===== src/rtl/mem_arbiter.sv =====
// mem_arbiter: shares the single Hack data-memory port between CPU accesses and fixed-length DMA read bursts.
//   clock, reset          : clock, synchronous active-high reset
//   cpu_req/we/addr/wdata : CPU access request; cpu_gnt is the same-cycle grant
//   cpu_rdata/cpu_rvalid  : registered CPU read return, one cycle after the access
//   dma_req/dma_addr      : burst request and start address; dma_gnt pulses on the first beat
//   dma_rdata/rvalid/done : registered burst read return; done marks the last word
//   mem_in/load/address   : Memory write data, write enable, address; mem_out is Memory read data
module mem_arbiter #(
   parameter int MAX_WAIT = 4,
   parameter int BURST = 8
) (
   input  logic        clock,
   input  logic        reset,
   input  logic        cpu_req,
   input  logic        cpu_we,
   input  logic [14:0] cpu_addr,
   input  logic [15:0] cpu_wdata,
   output logic        cpu_gnt,
   output logic [15:0] cpu_rdata,
   output logic        cpu_rvalid,
   input  logic        dma_req,
   input  logic [14:0] dma_addr,
   output logic        dma_gnt,
   output logic [15:0] dma_rdata,
   output logic        dma_rvalid,
   output logic        dma_done,
   output logic [15:0] mem_in,
   output logic        mem_load,
   output logic [14:0] mem_address,
   input  logic [15:0] mem_out
);
   localparam int BW = $clog2(BURST);
   localparam int WW = $clog2(MAX_WAIT + 1);
   localparam logic IDLE = 1'b0;
   localparam logic BRST = 1'b1;
   logic state;
   logic [BW-1:0] beat;
   logic [14:0] baddr;
   logic [WW-1:0] wait_cnt;
   logic idle, frc, last;
   always_comb begin
      idle = state == IDLE;
      frc = dma_req && wait_cnt == WW'(MAX_WAIT);
      last = beat == BW'(BURST - 1);
      cpu_gnt = !reset && idle && cpu_req && !frc;
      dma_gnt = !reset && idle && dma_req && !(cpu_req && !frc);
      mem_load = cpu_gnt && cpu_we;
      mem_in = cpu_gnt ? cpu_wdata : 16'h0;
      mem_address = !idle ? baddr : cpu_gnt ? cpu_addr : dma_gnt ? dma_addr : 15'h0;
   end
   always_ff @(posedge clock) begin
      if (reset) begin
         state <= IDLE;
         beat <= '0;
         baddr <= '0;
         wait_cnt <= '0;
         cpu_rdata <= '0;
         cpu_rvalid <= 1'b0;
         dma_rdata <= '0;
         dma_rvalid <= 1'b0;
         dma_done <= 1'b0;
      end else begin
         cpu_rvalid <= cpu_gnt && !cpu_we;
         if (cpu_gnt && !cpu_we) cpu_rdata <= mem_out;
         dma_rvalid <= dma_gnt || !idle;
         if (dma_gnt || !idle) dma_rdata <= mem_out;
         dma_done <= !idle && last;
         if (dma_gnt) begin
            state <= BRST;
            beat <= BW'(1);
            baddr <= dma_addr + 15'd1;
         end else if (!idle) begin
            baddr <= baddr + 15'd1;
            beat <= last ? '0 : beat + 1'b1;
            if (last) state <= IDLE;
         end
         // refusals only count while arbitrating; a burst in flight holds the count
         wait_cnt <= (!dma_req || dma_gnt) ? '0 :
                     (idle && wait_cnt != WW'(MAX_WAIT)) ? wait_cnt + 1'b1 : wait_cnt;
      end
   end
endmodule


===== config.mk =====
export PLATFORM = sky130hd
export DESIGN_NAME = mem_arbiter
export DESIGN_NICKNAME = d
export VERILOG_FILES = /design/src/rtl/mem_arbiter.sv
export SDC_FILE = /design/constraint.sdc
export NUM_CORES = 1
export LEC_CHECK = 0
export BUFFER_PORTS_ARGS = -buffer_cell sky130_fd_sc_hd__buf_2
export CAP_MARGIN = 20
export CORE_ASPECT_RATIO = 1.5
export CORE_MARGIN = 10
export CORE_UTILIZATION = 48
export DETAILED_ROUTE_END_ITERATION = 10
export HOLD_SLACK_MARGIN = 0.05
export PLACE_DENSITY_LB_ADDON = 0.08
export SLEW_MARGIN = 15
export SYNTH_ARGS = -nofsm -noshare
export SYNTH_HDL_FRONTEND = slang
export SYNTH_SLANG_ARGS = --single-unit
export TNS_END_PERCENT = 1

===== constraint.sdc =====
create_clock -name clock -period 3.4 [get_ports clock]
set_input_delay 0.51 -clock clock [delete_from_list [all_inputs] [get_ports clock]]
set_output_delay 0.51 -clock clock [all_outputs]
set_load 0.02 [all_outputs]

==> summary.md <==
| Metric | Value |
|---|---|
| Ys async rst share | `0` |
| Main synth FF type | `dfxtp_1` |
| Seq/Total Area, Yosys | `0.3676` |
| Pin count of the biggest net entering global routing | `60` |
| Top cells by area, synth | `dfxtp_1 37%, nand2_1 11%, a21oi_1 6.4%, and2_1 3.6%, a222oi_1 3.5%` |
| Cts repair resizes | `0` |
| Die Y | `about 120 µm` |
| Core area | `approximately 0.0062 mm²` |
| Residual DRC | `0` |
| Wirelength per Cell | `approximately 16 µm` |
| Worst-path maximum fanout | `38` |
| Number of H-tree levels | `3` |
| Kind of critical path | `flop to output pin` |
| Cell Pwr Density | `roughly 400 mW/mm²` |
| Clock buffer depth | `2` |
| Crit path DAT | `2.46 ns` |
| GRT Residual Overflow | `0` |
| Worst slack, placed | `between 0.6 and 0.7 ns` |
| Required @ worst endpoint | `slightly below 3 ns` |
| Initial DRC count | `roughly 170` |
| HPWL after DPL | `7367 µm` |
| IO Count | `136` |
| Vias in the first global route | `about 3,400` |
| Slew HR | `0.4224` |
| Worst r2r src | `wait_cnt[0]` |
| Mapped Area | `0.003104 mm²` |
| Total GRT Usage | `0.1850` |
| Seq cells post-synth | `between 50 and 60` |
| First-pass GRT wire length | `roughly 16,000 µm` |
| Number of core rows | `35` |
| Final layout net count | `between 500 and 600` |
| Worst Skew | `between 0.01 and 0.015 ns` |
| # diodes | `0` |
| Most frequent cells in the layout | `135 x buf_2, 92 x nand2_1, 57 x dfxtp_1` |
| Final Critical Period | `a little under 3 ns` |
| Die width | `~86 µm` |
| CTS tree | `built` |
| Port Buffers | `~140` |
| Status | `complete, no violations` |
| Hold Crit Start | `mem_out[13]` |
| Worst-Margin Slew | `approximately 0.87 ns` |
| RSZ-0062 raised after global routing | `no` |
| CP endpoint kind | `output pin` |
| Syn nets | `471` |
| Yosys warning total | `0` |
| Syn Area/Cell | `7.780 µm²` |
| Yosys cell types | `53` |
| Period utilization | `0.8727` |
| Post-CTS Hold Buffers | `0` |
| Worst hold path type | `primary input to flop` |
| Fillers | `615` |
| Die area | `between 0.01 and 0.015 mm²` |
| Sink Count | `57` |
| CP startpoint | `wait_cnt[0]` |
| Placer Congestion | `0.8343` |
| Final Setup Violations | `0` |
| Starting density of the core | `0.4992` |
| Initial antenna violation count | `0` |
| Area delta synth->final | `27.53%` |
| Synth top area share | `0.3676` |
| Worst setup SP type | `flop` |
| Post-CTS setup buffers | `0` |
| Fin cells | `~600` |
| Leak Pwr | `0.001854 µW` |
| Max Cap Viol | `0` |
| FMAX | `~340 MHz` |
| Inst Count DP | `between 500 and 600` |
| Worst vdd ir | `~0.00022 V` |
| Inserted Clock Buffers | `9` |
| Fin worst setup slack | `roughly 0.43 ns` |
| Avg Vias per Cell | `approximately 5.5` |
| Most common cell after layout, fill and taps aside | `buf_2` |
| Setup TNS | `0 ns` |
| Worst-Skew Late Latency | `roughly 0.35 ns` |
| EDFF count, synth | `0` |
| TritonRoute pass-1 iters | `5` |
| Yosys top cell by area | `dfxtp_1` |
| Slew Limit Fails | `0` |
| Post-Syn Instances | `between 300 and 400` |
| Final Hold Fails | `0` |
| Fraction of layout cells with a size suffix above 1 | `0.3201` |
| Final wirelength | `a little under 10,000 µm` |
| Clk slew on worst S/H paths | `0.08 ns` |
| Via count | `around 3,300` |
| CTS Root Cell | `clkbuf_8` |
| Post-route antenna net violation count | `0` |
## synthesized netlist by cell type, types with 4 or more instances
cell type / number
a211o_1: 4
a211oi_1: 4
a21oi_1: 40
a222oi_1: 11
a22oi_1: 5
and2_1: 18
buf_2: 11
clkbuf_1: 12
dfxtp_1: 57
ha_1: 5
inv_1: 16
nand2_1: 92
nand2b_1: 4
nand3_1: 9
nand4_1: 8
nor2_1: 21
nor3_1: 11
xnor2_1: 11
xor2_1: 9
## path summary, 6_finish.rpt
kind / end / slack, ns / depth (start not counted)
max: mem_address[2] / 0.43 / 9
min: dma_rdata[13] / 0.41 / 3
max reg2reg: baddr[10] / 0.59 / 12
min reg2reg: dma_rdata[7] / 0.45 / 2
## per-stage QoR
| stage | util | cell area, µm² | hold slack, ns | total power, µW |
|---|---|---|---|---|
| 6_report | 0.6366 | 3959 | 0.4085 | 1591 |
| 3_5_place_dp | 0.6064 | 3771 | 0.4409 | 1044 |
| 5_1_grt | 0.6366 | 3959 | 0.4064 | 1660 |
| 2_1_floorplan | - | 3104 | 0.4831 | 923.3 |
| 3_3_place_gp | 0.6064 | 3771 | 0.4360 | 1038 |
| 4_1_cts | 0.6342 | 3944 | 0.4002 | 1600 |
## logic make-up (layout without fill, tap and decap cells)
kind of cell             after synthesis  after routing  share of synthesized area
adder cells (fa/ha/maj)                5              5                    0.02015
AND/OR/NAND/NOR                      182            182                     0.2825
XOR/XNOR                              20             20                    0.05643
multiplexers                           5              5                    0.01814
flip-flops                            57             57                     0.3676
buffers and inverters                 46            175                    0.06690
AO/OA/AOI/OAI                         84             84                     0.1882
## power by group
part	internal [µW]	total, µW	switching, µW
Combinational	117	305	188
Sequential	699	724	24.8
Clock	281	562	281
Total	1100	1590	493
## per-layer routing
| layer | vias to the layer above | track usage | wire, µm |
|---|---|---|---|
| met4 | 0 | 0.07955 | 213 |
| met5 | - | 0 | 0 |
| met2 | 137 | 0.3216 | 4993 |
| met3 | 25 | 0.06392 | 807 |
| met1 | 1500 | 0.1942 | 3763 |
| li1 | 1624 | - | - |
## registers in the layout (all words and copies together) (netlist names)
signal      cells
cpu_rdata      16
dma_rdata      16
baddr          15
beat            3
wait_cnt        3
cpu_rvalid      1
dma_done        1
dma_rvalid      1
state           1
## final cells by class
cell class / instances / area, µm² / share of cell area
multi-input combinational: 296 / 1755 / 0.4434
timing repair buffer: 141 / 728.2 / 0.1839
clock buffer: 11 / 141.4 / 0.03571
inverter: 18 / 68.82 / 0.01738
sequential: 57 / 1141 / 0.2882
clock inverter: 5 / 31.28 / 0.007901
tap: 74 / 92.59 / 0.02339
## critical path, stage by stage (launching register included)
cell      delay [ns]
dfxtp_1         0.38
inv_1           0.06
ha_1            0.24
a21bo_2         0.28
nand2_2         0.28
inv_2           0.09
buf_4           0.27
a222oi_1        0.27
inv_1           0.06
buf_2           0.16
Note: power is estimated with default switching activity, not from simulation.
